## src/rtl/mpc_mac_pkg.sv

```systemverilog
// mpc_mac_pkg: shared widths, FSM state type and round-shift helper
// for the MPC multiply-accumulate pipeline.
package mpc_mac_pkg;

    localparam int A_W_DEF   = 21;
    localparam int B_W_DEF   = 7;
    localparam int ACC_W_DEF = 40;
    localparam int OUT_W_DEF = 29;
    localparam int SHIFT_DEF = 0;

    // Container width for rounding; wide enough that the +half never wraps.
    localparam int RS_W = 64;

    typedef enum logic {
        IDLE  = 1'b0,
        ACCUM = 1'b1
    } state_e;

    // Round-half-up arithmetic right shift on an RS_W-bit signed value.
    function automatic logic signed [RS_W-1:0] round_shift(
        input logic signed [RS_W-1:0] v,
        input int unsigned            sh
    );
        logic signed [RS_W-1:0] half;
        logic signed [RS_W-1:0] r;
        half = 1;
        r    = v;
        if (sh != 0) begin
            half = half <<< (sh - 1);
            r    = (v + half) >>> sh;
        end
        return r;
    endfunction

endpackage

```

## src/rtl/mpc_mac_out_conv.sv

```systemverilog
// mpc_mac_out_conv: round, shift and resize accumulator to output width.
// Define MPC_MAC_SAT_EN for saturation; otherwise two's-complement wrap.
module mpc_mac_out_conv
    import mpc_mac_pkg::*;
#(
    parameter int ACC_W = ACC_W_DEF,
    parameter int OUT_W = OUT_W_DEF,
    parameter int SHIFT = SHIFT_DEF
) (
    input  logic signed [ACC_W-1:0] acc,
    output logic signed [OUT_W-1:0] res,
    output logic                    sat
);

    localparam logic signed [RS_W-1:0] ONE   = 1;
    localparam logic signed [RS_W-1:0] MAX_V = (ONE <<< (OUT_W - 1)) - ONE;
    localparam logic signed [RS_W-1:0] MIN_V = -(ONE <<< (OUT_W - 1));

    logic signed [RS_W-1:0] wide;
    logic signed [RS_W-1:0] rnd;

    // Sign-extend, round-shift, then clamp or wrap into OUT_W bits.
    always_comb begin
        wide = RS_W'(acc);
        rnd  = round_shift(wide, unsigned'(SHIFT));
`ifdef MPC_MAC_SAT_EN
        if (rnd > MAX_V) begin
            res = OUT_W'(MAX_V);
            sat = 1'b1;
        end else if (rnd < MIN_V) begin
            res = OUT_W'(MIN_V);
            sat = 1'b1;
        end else begin
            res = OUT_W'(rnd);
            sat = 1'b0;
        end
`else
        res = OUT_W'(rnd);
        sat = 1'b0;
`endif
    end

endmodule

```

## src/rtl/mpc_mac_pipe.sv

```systemverilog
// mpc_mac_pipe: 4-stage framed signed x unsigned dot-product MAC.
// Saturating output enabled by defining MPC_MAC_SAT_EN.
module mpc_mac_pipe
    import mpc_mac_pkg::*;
#(
    parameter int A_W   = A_W_DEF,
    parameter int B_W   = B_W_DEF,
    parameter int ACC_W = ACC_W_DEF,
    parameter int OUT_W = OUT_W_DEF,
    parameter int SHIFT = SHIFT_DEF
) (
    input  logic             clk,
    input  logic             rst,
    input  logic             ce,
    input  logic             in_valid,
    input  logic             in_first,
    input  logic             in_last,
    input  logic [A_W-1:0]   a,
    input  logic [B_W-1:0]   b,
    output logic             out_valid,
    output logic [OUT_W-1:0] p,
    output logic             ovf,
    output logic             seq_err
);

    localparam int PW = A_W + B_W + 1;

    // S1
    logic [A_W-1:0] a1_q, a1_d;
    logic [B_W-1:0] b1_q, b1_d;
    logic           v1_q, v1_d, f1_q, f1_d, l1_q, l1_d;
    // S2
    logic signed [PW-1:0] prod2_q, prod2_d;
    logic                 v2_q, v2_d, f2_q, f2_d, l2_q, l2_d;
    // S3
    state_e                  state_q, state_d;
    logic signed [ACC_W-1:0] acc_q, acc_d;
    logic                    done3_q, done3_d, err3_q, err3_d;
    // S4
    logic                    out_valid_q, out_valid_d;
    logic signed [OUT_W-1:0] p_q, p_d;
    logic                    ovf_q, ovf_d, err4_q, err4_d;

    logic signed [OUT_W-1:0] conv_res;
    logic                    conv_sat;

    // S1/S2 next values: input capture and product.
    always_comb begin
        a1_d    = a;
        b1_d    = b;
        v1_d    = in_valid;
        f1_d    = in_first;
        l1_d    = in_last;
        prod2_d = PW'($signed(a1_q)) * PW'($signed({1'b0, b1_q}));
        v2_d    = v1_q;
        f2_d    = f1_q;
        l2_d    = l1_q;
    end

    // Framing FSM and accumulator update for a valid S3 sample.
    always_comb begin
        state_d = state_q;
        acc_d   = acc_q;
        done3_d = 1'b0;
        err3_d  = 1'b0;
        if (v2_q) begin
            if (f2_q) begin
                acc_d  = ACC_W'(prod2_q);
                err3_d = (state_q == ACCUM);
                if (l2_q) begin
                    done3_d = 1'b1;
                    state_d = IDLE;
                end else begin
                    state_d = ACCUM;
                end
            end else if (state_q == ACCUM) begin
                acc_d = acc_q + ACC_W'(prod2_q);
                if (l2_q) begin
                    done3_d = 1'b1;
                    state_d = IDLE;
                end
            end else begin
                err3_d = 1'b1;
            end
        end
    end

    mpc_mac_out_conv #(
        .ACC_W (ACC_W),
        .OUT_W (OUT_W),
        .SHIFT (SHIFT)
    ) u_conv (
        .acc (acc_q),
        .res (conv_res),
        .sat (conv_sat)
    );

    // S4 next values: p only moves on a completed vector.
    always_comb begin
        out_valid_d = done3_q;
        p_d         = done3_q ? conv_res : p_q;
        ovf_d       = done3_q & conv_sat;
        err4_d      = err3_q;
    end

    // Pipeline registers; rst beats ce, ce low freezes everything.
    always_ff @(posedge clk) begin
        if (rst) begin
            a1_q        <= '0;
            b1_q        <= '0;
            v1_q        <= 1'b0;
            f1_q        <= 1'b0;
            l1_q        <= 1'b0;
            prod2_q     <= '0;
            v2_q        <= 1'b0;
            f2_q        <= 1'b0;
            l2_q        <= 1'b0;
            state_q     <= IDLE;
            acc_q       <= '0;
            done3_q     <= 1'b0;
            err3_q      <= 1'b0;
            out_valid_q <= 1'b0;
            p_q         <= '0;
            ovf_q       <= 1'b0;
            err4_q      <= 1'b0;
        end else if (ce) begin
            a1_q        <= a1_d;
            b1_q        <= b1_d;
            v1_q        <= v1_d;
            f1_q        <= f1_d;
            l1_q        <= l1_d;
            prod2_q     <= prod2_d;
            v2_q        <= v2_d;
            f2_q        <= f2_d;
            l2_q        <= l2_d;
            state_q     <= state_d;
            acc_q       <= acc_d;
            done3_q     <= done3_d;
            err3_q      <= err3_d;
            out_valid_q <= out_valid_d;
            p_q         <= p_d;
            ovf_q       <= ovf_d;
            err4_q      <= err4_d;
        end
    end

    assign out_valid = out_valid_q;
    assign p         = p_q;
    assign ovf       = ovf_q;
    assign seq_err   = err4_q;

endmodule

```

## config.mk

```make
export PLATFORM = sky130hd
export DESIGN_NAME = mpc_mac_pipe
export DESIGN_NICKNAME = d
export VERILOG_FILES = /design/src/rtl/mpc_mac_pkg.sv /design/src/rtl/mpc_mac_out_conv.sv /design/src/rtl/mpc_mac_pipe.sv
export SDC_FILE = /design/constraint.sdc
export NUM_CORES = 1
export LEC_CHECK = 0
export CORE_MARGIN = 2
export CORE_UTILIZATION = 50
export CTS_CLUSTER_SIZE = 25
export DETAILED_ROUTE_END_ITERATION = 7
export GPL_TIMING_DRIVEN = 1
export HOLD_SLACK_MARGIN = 0.03
export PLACE_DENSITY = 0.77
export SETUP_SLACK_MARGIN = 0.05
export SYNTH_ARGS = -nofsm -noshare
export SYNTH_HDL_FRONTEND = slang
export SYNTH_SLANG_ARGS = --single-unit
export TNS_END_PERCENT = 1
```

## constraint.sdc

```tcl
create_clock -name clk -period 6.69 [get_ports clk]
set_input_delay 1.338 -clock clk [delete_from_list [all_inputs] [get_ports clk]]
set_output_delay 1.338 -clock clk [all_outputs]
set_load 0.02 [all_outputs]
```

=== After elaboration in Yosys (flattened, before gate mapping) ===
Cells that the tools add are included.

* Add/subtract/negate cells: 1
* Multiply operators: 1
* Muxes and demuxes: 12
* Reductions and logical operators: 4

{| class="wikitable"
|+ Operators with widths
! operator !! number
|-
| two-way mux 40 bit || 2
|-
| adder 40 x 29 -> 40 bit || 1
|-
| multiplier 21 x 8 -> 29 bit || 1
|-
| two-way mux 1 bit || 10
|-
| AND reduction 2 bit || 2
|-
| AND reduction 3 bit || 1
|-
| nonzero test 2 bit || 1
|}

* Flip-flop bits (word level): 137
* Input port bits: 34
* Word-level logic and storage cells: 34

=== Depth between registers and ports, before layout ===
Gate-level depths: netlist (run 1).

* Word-level depth: 4
* Depth in mapped cells: 20
* Gate-level depth less buffers: 19

=== Cells and area by module ===
Synthesis (run 1) repeated with hierarchy kept, for this count alone.

* Cells, all modules: 1532
* Area total of the unflattened synthesis: 12933.7 um2

{| class="wikitable"
|+ By module, submodules not included
! module !! times used !! cells an instance !! area an instance (um2) !! seq. area each (um2)
|-
| mpc_mac_pipe || 1 || 1501 || 12704.7 || 2762.6
|-
| mpc_mac_out_conv || 1 || 31 || 229.0 || 0.0
|}

=== Worst setup path before layout (run 1) ===
No wires, ideal clock.

* Path kind: register to register
* From: register b1_q[4]
* To: register prod2_q[19]
* Library setup time: 0.116 ns
* Arrival time: 4.691 ns
* Required time: 6.574 ns
* Slack: 1.883 ns
* Cell stages (with the launch flop): 19
* Period minus slack after synthesis: 4.807 ns
* Cell sequence: dfxtp_1 > clkbuf_1 > nand2_1 > fa_1 > inv_1 > fa_1 > fa_1 > inv_1 > fa_1 > inv_1 > ha_1 > a21oi_1 > o21bai_1 > a21oi_1 > a21boi_2 > o21ai_0 > a21oi_1 > mux2_2 > a31o_2

* Cells in the longest elaborated chain, start to end: 1

{| class="wikitable"
|+ Ends and longest elaborated chain
! element !! RTL line !! RTL
|-
| from (decl) || mpc_mac_pipe.sv:30 || <nowiki>logic [B_W-1:0] b1_q, b1_d;</nowiki>
|-
| from (signal assigned) || mpc_mac_pipe.sv:110 || <nowiki>b1_q <= '0;</nowiki>
|-
| from (signal assigned) || mpc_mac_pipe.sv:128 || <nowiki>b1_q <= b1_d;</nowiki>
|-
| multiplier 21 x 8 -> 29 bit || mpc_mac_pipe.sv:54 || <nowiki>prod2_d = PW'($signed(a1_q)) * PW'($signed({1'b0, b1_q}));</nowiki>
|-
| to (signal assigned) || mpc_mac_pipe.sv:132 || <nowiki>prod2_q <= prod2_d;</nowiki>
|-
| to (decl) || mpc_mac_pipe.sv:33 || <nowiki>logic signed [PW-1:0] prod2_q, prod2_d;</nowiki>
|}

Every way passes these cells.
A chain may end at the register's enable or synchronous reset.

=== Worst setup path after layout (run 1) ===
* From: register b1_q[4]
* To: register prod2_q[28]

The elaborated chain is that of the path after synthesis.

==> results of run 1 <==
==> critical path, cell delays in order, from the launching register on <==
cell	delay [ns]
dfxtp_1	0.76
nand2_1	0.17
fa_1	0.58
inv_1	0.05
fa_1	0.47
fa_1	0.56
inv_1	0.06
fa_1	0.54
inv_1	0.04
ha_1	0.36
a21oi_1	0.16
o21bai_1	0.11
a21oi_1	0.22
o41ai_2	0.14
a211oi_2	0.37
o21ai_1	0.17
a21oi_1	0.21
and4b_1	0.23
nor4_2	0.05
==> cell usage after synthesis (11+ instances only) <==
cell / number / area (µm²)
mux2i_1: 58 / 581
dfxtp_1: 126 / 2520
a21oi_1: 98 / 490
inv_1: 176 / 661
nand3_1: 16 / 80.1
a31oi_1: 11 / 68.8
o21ai_0: 34 / 170
fa_1: 112 / 2240
ha_1: 88 / 1100
clkbuf_1: 49 / 184
nand2_1: 151 / 567
and2_1: 118 / 738
nor2_1: 99 / 372
xnor2_1: 33 / 289
a21o_1: 17 / 128
nor3_1: 15 / 75.1
==> kinds of logic (layout without fill, tap and decap cells) <==
family                     count (synthesis)  count (layout)  synth area share
muxes                                     61              61            0.0532
AOI/OAI and AO/OA                        248             248             0.140
DFF                                      126             126             0.217
adders and majority gates                200             200             0.288
other                                      1               1          0.000323
xor gates and xnor gates                  41              41            0.0309
and+or+nand+nor                          443             443             0.185
buffers and inverters                    243             273            0.0850
==> cell type report <==
type,count,area [µm²],share of cell area
multi-input combinational,994,8110,0.631
tap,285,357,0.0278
inverter,176,661,0.0514
sequential,126,2520,0.196
clock inverter,14,119,0.00926
timing repair buffer,66,651,0.0507
clock buffer,17,425,0.0331
==> flip-flops by register name, indices dropped and copies added, names as in the netlist, 7 cells and up <==
| register | cells |
|---|---|
| p | 29 |
| acc_q | 29 |
| a1_q | 21 |
| b1_q | 7 |
| prod2_q | 29 |
==> power by group through the flow <==
stage	combinational, µW	clock [µW]	sequential (µW)
finish	323	893	818
global route	370	926	823
CTS	325	902	818
detailed placement	322	0	834
global placement	313	0	833
floorplan	261	0	808
==> worst min-delay path by stage <==
stage | slack, ns | endpoint
2_1_floorplan | 0.44 | p[4]$_SDFFE_PP0P_
3_3_place_gp | 0.44 | p[2]$_SDFFE_PP0P_
5_1_grt | 0.47 | p[2]$_SDFFE_PP0P_
3_5_place_dp | 0.45 | p[2]$_SDFFE_PP0P_
4_1_cts | 0.45 | p[2]$_SDFFE_PP0P_
6_report | 0.45 | p[2]$_SDFFE_PP0P_
==> stage by stage <==
stage	std cells	total power (µW)	utilization	setup WS, ns
finish	1678	2030	0.566	1.29
global placement	1647	1150	0.542	1.51
floorplan	1363	1070	-	1.88
CTS	1678	2040	0.566	1.27
detailed placement	1647	1160	0.542	1.30
global route	1678	2120	0.566	0.906
==> metal layers <==
metal / vias up / part of all wire
met4: 0 / 0.025
met3: 52 / 0.037
li1: 4500 / -
met5: - / 0
met2: 209 / 0.51
met1: 4471 / 0.43
==> flow_metrics.tcl, run 1 <==
set metrics [dict create \
    dieHeight_um 156 \
    postSynthAreaPerCell_um2 8.52 \
    viasPerCell 5.50 \
    insertion_delay_ns 0.44 \
    syn_area_mm2 0.0116 \
    cts_hold_buf 0 \
    endpoint "prod2_q[28]$_SDFFE_PP0P_" \
    core_area_mm2 0.0227 \
    finalCritPeriodShare 0.807 \
    cts.sinks 126 \
    cp_max_fo 22 \
    antenna_found_initial 0 \
    ys_seq_elements 126 \
    grt.met1_usage 0.270 \
    grt-ovfl-total 0 \
    r2r_cells 18 \
    max_freq_mhz 185 \
    power.leakage_uw 0.00592 \
    comb_power_share 0.159 \
    ys.flop_type "dfxtp_1" \
    synth-async-reset-ratio 0 \
    stdcell_area_mm2 0.0128 \
    synth_seq_area_share 0.217 \
    cts_tree "yes" \
    setup-tns-final_ns 0 \
    busiest_layer "met2" \
    place_congestion 0.909 \
    worstHoldStart "p[2]$_SDFFE_PP0P_" \
    crit_path_start "b1_q[4]$_SDFFE_PP0P_" \
    cp_data_required_time_ns 6.99 \
    use_met3 0.0366 \
    drc 0 \
    whs_path_depth 2 \
    grt_use_total 0.223 \
    ys_types 81 \
    num_antenna_cells 0 \
    drv_slew 0 \
    endpoint_kind "flop" \
    worst_slew_pin_slew_ns 1.06 \
    drv_cap 0 \
    first_pass_iters 5 \
    numPortBuffers 64 \
    final_hold_viol_count 0 \
    fin_crit_ns 5.40 \
    start_kind "flop" \
    rsz0062_at_grt "false" \
    reg2reg_slack_ns 1.29 \
    place_area_mm2 0.0123 \
    path_class "flop to flop" \
    ir_worst_vdd_v 0.000177 \
    rows 55 \
    drtIter0Drc 498 \
    start_util 0.511 \
    cts.repair.resized 0 \
    synthesis.nets 1597 \
    grt_max_degree 73 \
    hold-worst-slack_ns 0.451 \
    reg2reg_to "prod2_q[28]$_SDFFE_PP0P_" \
    ys_warn_count 0 \
    p_switching_uw 612 \
    switching_share 0.301 \
    cts_htree_levels 4 \
    synth-edff-count 0 \
    clockBufferDepth 2 \
    layout_common_cells "inv_1, nand2_1, dfxtp_1, and2_1, fa_1" \
    seq_power_share 0.402 \
    grt_pass1_vias 9484 \
    vias 9232 \
    fp.dieW_um 156 \
    ios 66 \
    clk_pin_slew_ns 0.06 \
    gr-usage-met2 0.396 \
    p_clk_frac 0.439 \
    final_common_cell "inv_1" \
    drive_above_1_share 0.0517 \
    root_buffer "clkbuf_16" \
    fin_skew_ns 0.00710 \
    die_area_mm2 0.0245 \
    wire_per_inst_um 15.0 \
    finalWirelength_um 25100 \
    hpwlAfterDp_um 18100 \
    p_int_uw 1420 \
    cts_buffers 17 \
    final_nets 1615 \
    cts_setup_buffers 0 \
    synth_cells 1363 \
    nFillCells 2027 \
    area_growth_pct 10.6 \
    antenna_left 0 \
    grt_first_pass_wirelength_um 44200 \
    powerDensity_mw_per_mm2 158 \
    max_slew_margin 0.294 \
    reg2reg_from "b1_q[4]$_SDFFE_PP0P_" \
    worstPathArrival_ns 5.70 \
    setup_viol 0 \
    outcome "completed" \
    hp-class "flop to flop" \
]
(Power assumes the default switching activity.)
==> run 2: changes to the inputs <==
- clock period: 6.69 -> 5.65 ns (I/O delays scaled with it)
==> run 2 against run 1 <==
Global-route usage is 0.15 points lower. Die area is the same. First-iteration DRC count fell by 7.0%. Clock skew rose by 0.0038 ns. Maximum frequency up 2.0%. Flip-flop and latch count did not move. Count of clock-buffer cells in the layout stayed put. Critical path depth decreased by 1. Design area is 0.45% higher. Register-to-register slack got worse by 0.93 ns. Worst setup slack got worse by 0.93 ns. Sequential power is 18% higher. Critical endpoint is now prod2_q[25]$_SDFFE_PP0P_. Largest cell class unchanged. Highest routed layer unchanged.
==> flow_metrics.tcl, run 2 (synthesis gave the netlist of run 1 again) <==
set metrics [dict create \
    antenna_found_initial 0 \
    numPortBuffers 64 \
    core_area_mm2 0.0227 \
    grt_max_degree 73 \
    drv_slew 0 \
    fin_crit_ns 5.29 \
    clk_pin_slew_ns 0.06 \
    worst_path_max_delay_cell "dfxtp_1" \
    cp_data_required_time_ns 5.97 \
    root_buffer "clkbuf_16" \
    place_area_mm2 0.0123 \
    wire_per_inst_um 15.0 \
    setup-tns-final_ns 0 \
    final_nets 1619 \
    outcome "completed" \
    clockBufferDepth 2 \
    antenna_left 0 \
    powerDensity_mw_per_mm2 190 \
    place_congestion 0.890 \
    first_pass_iters 5 \
    multi_input_area_mm2 0.00810 \
    crit_top_cell "fa_1" \
    fp.dieW_um 156 \
    crit_chain "nand2_1, fa_1, inv_1, fa_1, fa_1, inv_1, fa_1, inv_1, ha_1, a21oi_1, o21bai_1, a21oi_1, a21boi_2, o31a_1, o21ai_1, nor4b_2, a311o_1" \
    worst_slew_pin_slew_ns 1.06 \
    worstPathArrival_ns 5.61 \
    path_class "flop to flop" \
    cp_top_family "adder cells" \
    max_slew_margin 0.295 \
    area_growth_pct 11.1 \
    drive_above_1_share 0.0565 \
    grt_pass1_vias 9400 \
    cp_num_buf_inv 3 \
    ir_worst_vdd_v 0.000171 \
    drtIter0Drc 463 \
    cts_tree "yes" \
    post-place-ws_ns 0.341 \
    finalCritPeriodShare 0.936 \
    cts_htree_levels 4 \
    start_util 0.511 \
    seq_area_mm2 0.00252 \
    drv_cap 0 \
    num_antenna_cells 0 \
    final_util 0.568 \
    max_freq_mhz 189 \
    finalWirelength_um 25300 \
    finalWorstSetupSlack_ns 0.360 \
    cts_hold_buf 0 \
    viasPerCell 5.46 \
    max_stage_delay_ns 0.70 \
    dieHeight_um 156 \
    rsz0062_at_grt "false" \
    start_kind "flop" \
    stdcell_area_mm2 0.0129 \
    cp_max_fo 16 \
    cts.sinks 126 \
    insertion_delay_ns 0.44 \
    drc 0 \
    grt_use_total 0.221 \
    fin_skew_ns 0.0109 \
    rows 55 \
    die_area_mm2 0.0245 \
    grt_first_pass_wirelength_um 43800 \
    hp-class "flop to flop" \
    cts_buffers 17 \
    nFillCells 2068 \
    final_hold_viol_count 0 \
    setup_viol 0 \
    endpoint_kind "flop" \
    ios 66 \
    hpwlAfterDp_um 18300 \
    grt-ovfl-total 0 \
    layout_common_cells "inv_1, nand2_1, dfxtp_1, and2_1, fa_1" \
    vias 9187 \
    power.leakage_uw 0.00594 \
    final_common_cell "inv_1" \
]
[run 2: changes by cell type in the layout (fill, tap and decap cells not counted)]
cell / previous run / this run
clkinv_2: 6 / 1
buf_4: 4 / 8
inv_6: 3 / 6
clkinvlp_4: 2 / 4
dfxtp_1: 126 / 124
dfxtp_2: 0 / 2
inv_8: 0 / 2
clkinv_4: 2 / 1
nor2_2: 1 / 2
nor2_4: 1 / 0
[run 2: repair_timing]
item                                    CTS  global route
buffers inserted                          0             0
endpoints found under the setup margin    0             4
gates resized for setup                   0             2
[run 2: path summary, 6_finish.rpt]
check             cells after the start  slack [ns]                 start                        to
setup / recovery                     17        0.36  b1_q[4]$_SDFFE_PP0P_  prod2_q[25]$_SDFFE_PP0P_
hold / removal                        2        0.45     p[2]$_SDFFE_PP0P_         p[2]$_SDFFE_PP0P_
setup reg to reg                     17        0.36  b1_q[4]$_SDFFE_PP0P_  prod2_q[25]$_SDFFE_PP0P_
hold reg to reg                       2        0.45     p[2]$_SDFFE_PP0P_         p[2]$_SDFFE_PP0P_
[run 2: worst reg2reg max path, delay by kind of cell, from the launching register on]
| family | cells | cell delay, ns |
|---|---|---|
| compound gates | 7 | 1.51 |
| simple gates | 2 | 0.34 |
| buf+inv | 3 | 0.15 |
| fa+ha+maj | 5 | 2.49 |
| flops | 1 | 0.70 |
[run 2: stage by stage]
stage               hold slack [ns]  power (µW)  std cells
detailed placement            0.446        1370       1651
global route                  0.468        2560       1683
floorplan                     0.443        1270       1363
CTS                           0.455        2470       1683
global placement              0.441        1360       1651
finish                        0.451        2450       1683
[run 2: metal layers]
metal  share of wire  GRT usage
met3           0.029     0.0338
met2            0.50      0.396
met1            0.44      0.266
met4           0.029     0.0887
met5               0          0
[run 2: layout make-up]
cell class,instances,area share
inverter,176,0.0512
sequential,126,0.196
clock buffer,17,0.0330
clock inverter,15,0.0115
timing repair buffer,70,0.0528
tap,285,0.0276
multi-input combinational,994,0.628
[run 2: power breakdown]
group | total, µW | leakage (µW) | switching [µW] | internal (µW)
registers | 968 | 0.00102 | 51.2 | 917
clock network | 1090 | 0.000272 | 477 | 618
logic | 383 | 0.00465 | 217 | 166
==> run 3: changes to the inputs <==
- GPL_TIMING_DRIVEN: 1 -> 0
==> run 3 against run 2 <==
Design area increased by 2.3%. Largest power group unchanged. Maximum frequency about the same. Hold slack improved by 0.0042 ns. Count of clock-buffer cells in the layout did not move.
==> flow_metrics.tcl, run 3 (synthesis gave the netlist of run 1 again) <==
set metrics [dict create \
    max_stage_delay_ns 0.55 \
    cts.sinks 126 \
    rsz0062_at_grt "true" \
    drc 0 \
    cts_buffers 17 \
    worst_slew_pin_slew_ns 1.09 \
    cts.repair.resized 0 \
    grt_pass1_vias 10000 \
    start_kind "flop" \
    final_hold_viol_count 0 \
    grt_first_pass_wirelength_um 49200 \
    grt-ovfl-total 0 \
    cts_setup_buffers 0 \
    die_area_mm2 0.0245 \
    drv_cap 0 \
    grt_max_degree 18 \
    cp_num_buf_inv 4 \
    r2r_cells 18 \
    powerDensity_mw_per_mm2 190 \
    finalWirelength_um 29100 \
    cp_top_family "adder cells" \
    outcome "completed" \
    worstPathArrival_ns 5.63 \
    finalCritPeriodShare 0.936 \
    place_congestion 1.00 \
    whs_path_depth 2 \
    cts_htree_levels 4 \
    path_depth 18 \
    grt_use_total 0.255 \
    first_pass_iters 5 \
    fin_skew_ns 0.0184 \
    final_common_cell "inv_1" \
    antenna_found_initial 0 \
    root_buffer "clkbuf_16" \
    viasPerCell 5.58 \
    dieHeight_um 156 \
    final_nets 1678 \
    start_util 0.511 \
    drtIter0Drc 706 \
    endpoint_kind "flop" \
    crit_chain "clkbuf_2, nand2_1, fa_1, inv_1, fa_1, fa_1, inv_1, fa_1, inv_1, ha_1, a21oi_1, o21bai_1, a21oi_1, a21boi_2, o21ai_0, a21oi_1, mux2_2, a31o_2" \
    instances_no_fill 1742 \
    reg2reg_from "b1_q[4]$_SDFFE_PP0P_" \
    layout_common_cells "inv_1, nand2_1, dfxtp_1, and2_1, fa_1" \
    clk_pin_slew_ns 0.07 \
    insertion_delay_ns 0.45 \
    power.leakage_uw 0.00609 \
    clockBufferDepth 2 \
    cts_tree "yes" \
    fin_crit_ns 5.29 \
    cp_data_required_time_ns 5.99 \
    cts_hold_buf 0 \
    vias 9723 \
    ios 66 \
    max_freq_mhz 189 \
    cp_max_fo 10 \
    dpl.cell_count 1710 \
    crit_path_start "b1_q[4]$_SDFFE_PP0P_" \
    rows 55 \
    antenna_left 0 \
    num_antenna_cells 0 \
    path_class "flop to flop" \
    final_util 0.581 \
    hpwlAfterDp_um 22200 \
    hp-class "flop to flop" \
    worstHoldStart "p[14]$_SDFFE_PP0P_" \
    ir_worst_vdd_v 0.000241 \
    numPortBuffers 62 \
    setup_viol 0 \
    worst_path_max_delay_cell "fa_1" \
    core_area_mm2 0.0227 \
    fp.dieW_um 156 \
    area_growth_pct 13.7 \
    drive_above_1_share 0.0597 \
    crit_top_cell "fa_1" \
    wire_per_inst_um 16.7 \
    drv_slew 0 \
    max_slew_margin 0.274 \
]
==> run 3: changes by cell type in the layout (fill, tap and decap cells not counted), sizes merged <==
cell,change
buf,+5
bufinv,-1
clkbuf,+54
clkinv,+3
clkinvlp,-4
inv,+2
==> run 3: per-layer routing <==
metal  part of all wire  vias to the layer above  routed length, µm  GRT usage
li1                   -                     4626                  -          -
met1               0.44                     4723              12700      0.324
met2               0.47                      309              13600      0.423
met3              0.065                       65               1890     0.0579
met4              0.029                        0                847     0.0957
met5                  0                        -                  0          0
==> run 3: worst min-delay path: stages (launching register included) <==
cell and delay, ns:
dfxtp_1 0.31, nand2_1 0.05, a21oi_1 0.05
==> run 3: final timing paths <==
kind | to | slack [ns]
setup / recovery | prod2_q[19]$_SDFFE_PP0P_ | 0.36
hold / removal | p[14]$_SDFFE_PP0P_ | 0.45
setup reg to reg | prod2_q[19]$_SDFFE_PP0P_ | 0.36
hold reg to reg | p[14]$_SDFFE_PP0P_ | 0.45
==> run 3: layout make-up <==
type	count	area (µm²)
Clock buffer	17	425
Inverter	176	661
Clock inverter	15	181
Tap cell	285	357
Sequential cell	126	2520
Multi-Input combinational cell	994	8100
Timing Repair Buffer	62	621
Fill cell	2026	9510
Buffer	67	334
==> run 3: where the power goes <==
part	switching (µW)	internal [µW]	total [µW]
Sequential	39.8	916	956
Clock	528	600	1130
Combinational	251	173	424
Total	818	1690	2510
==> run 3: through the flow <==
stage                     hold slack, ns  power, µW  TNS [ns]  worst slack, ns  area, µm²
after floorplan                    0.443       1270         0            0.843      11600
after global placement             0.444       1380         0            0.333      12600
after detailed placement           0.449       1390         0            0.227      12600
after CTS                          0.459       2520         0            0.179      13200
after global routing               0.469       2620  -0.00180         -0.00180      13200
final                              0.455       2510         0            0.359      13200
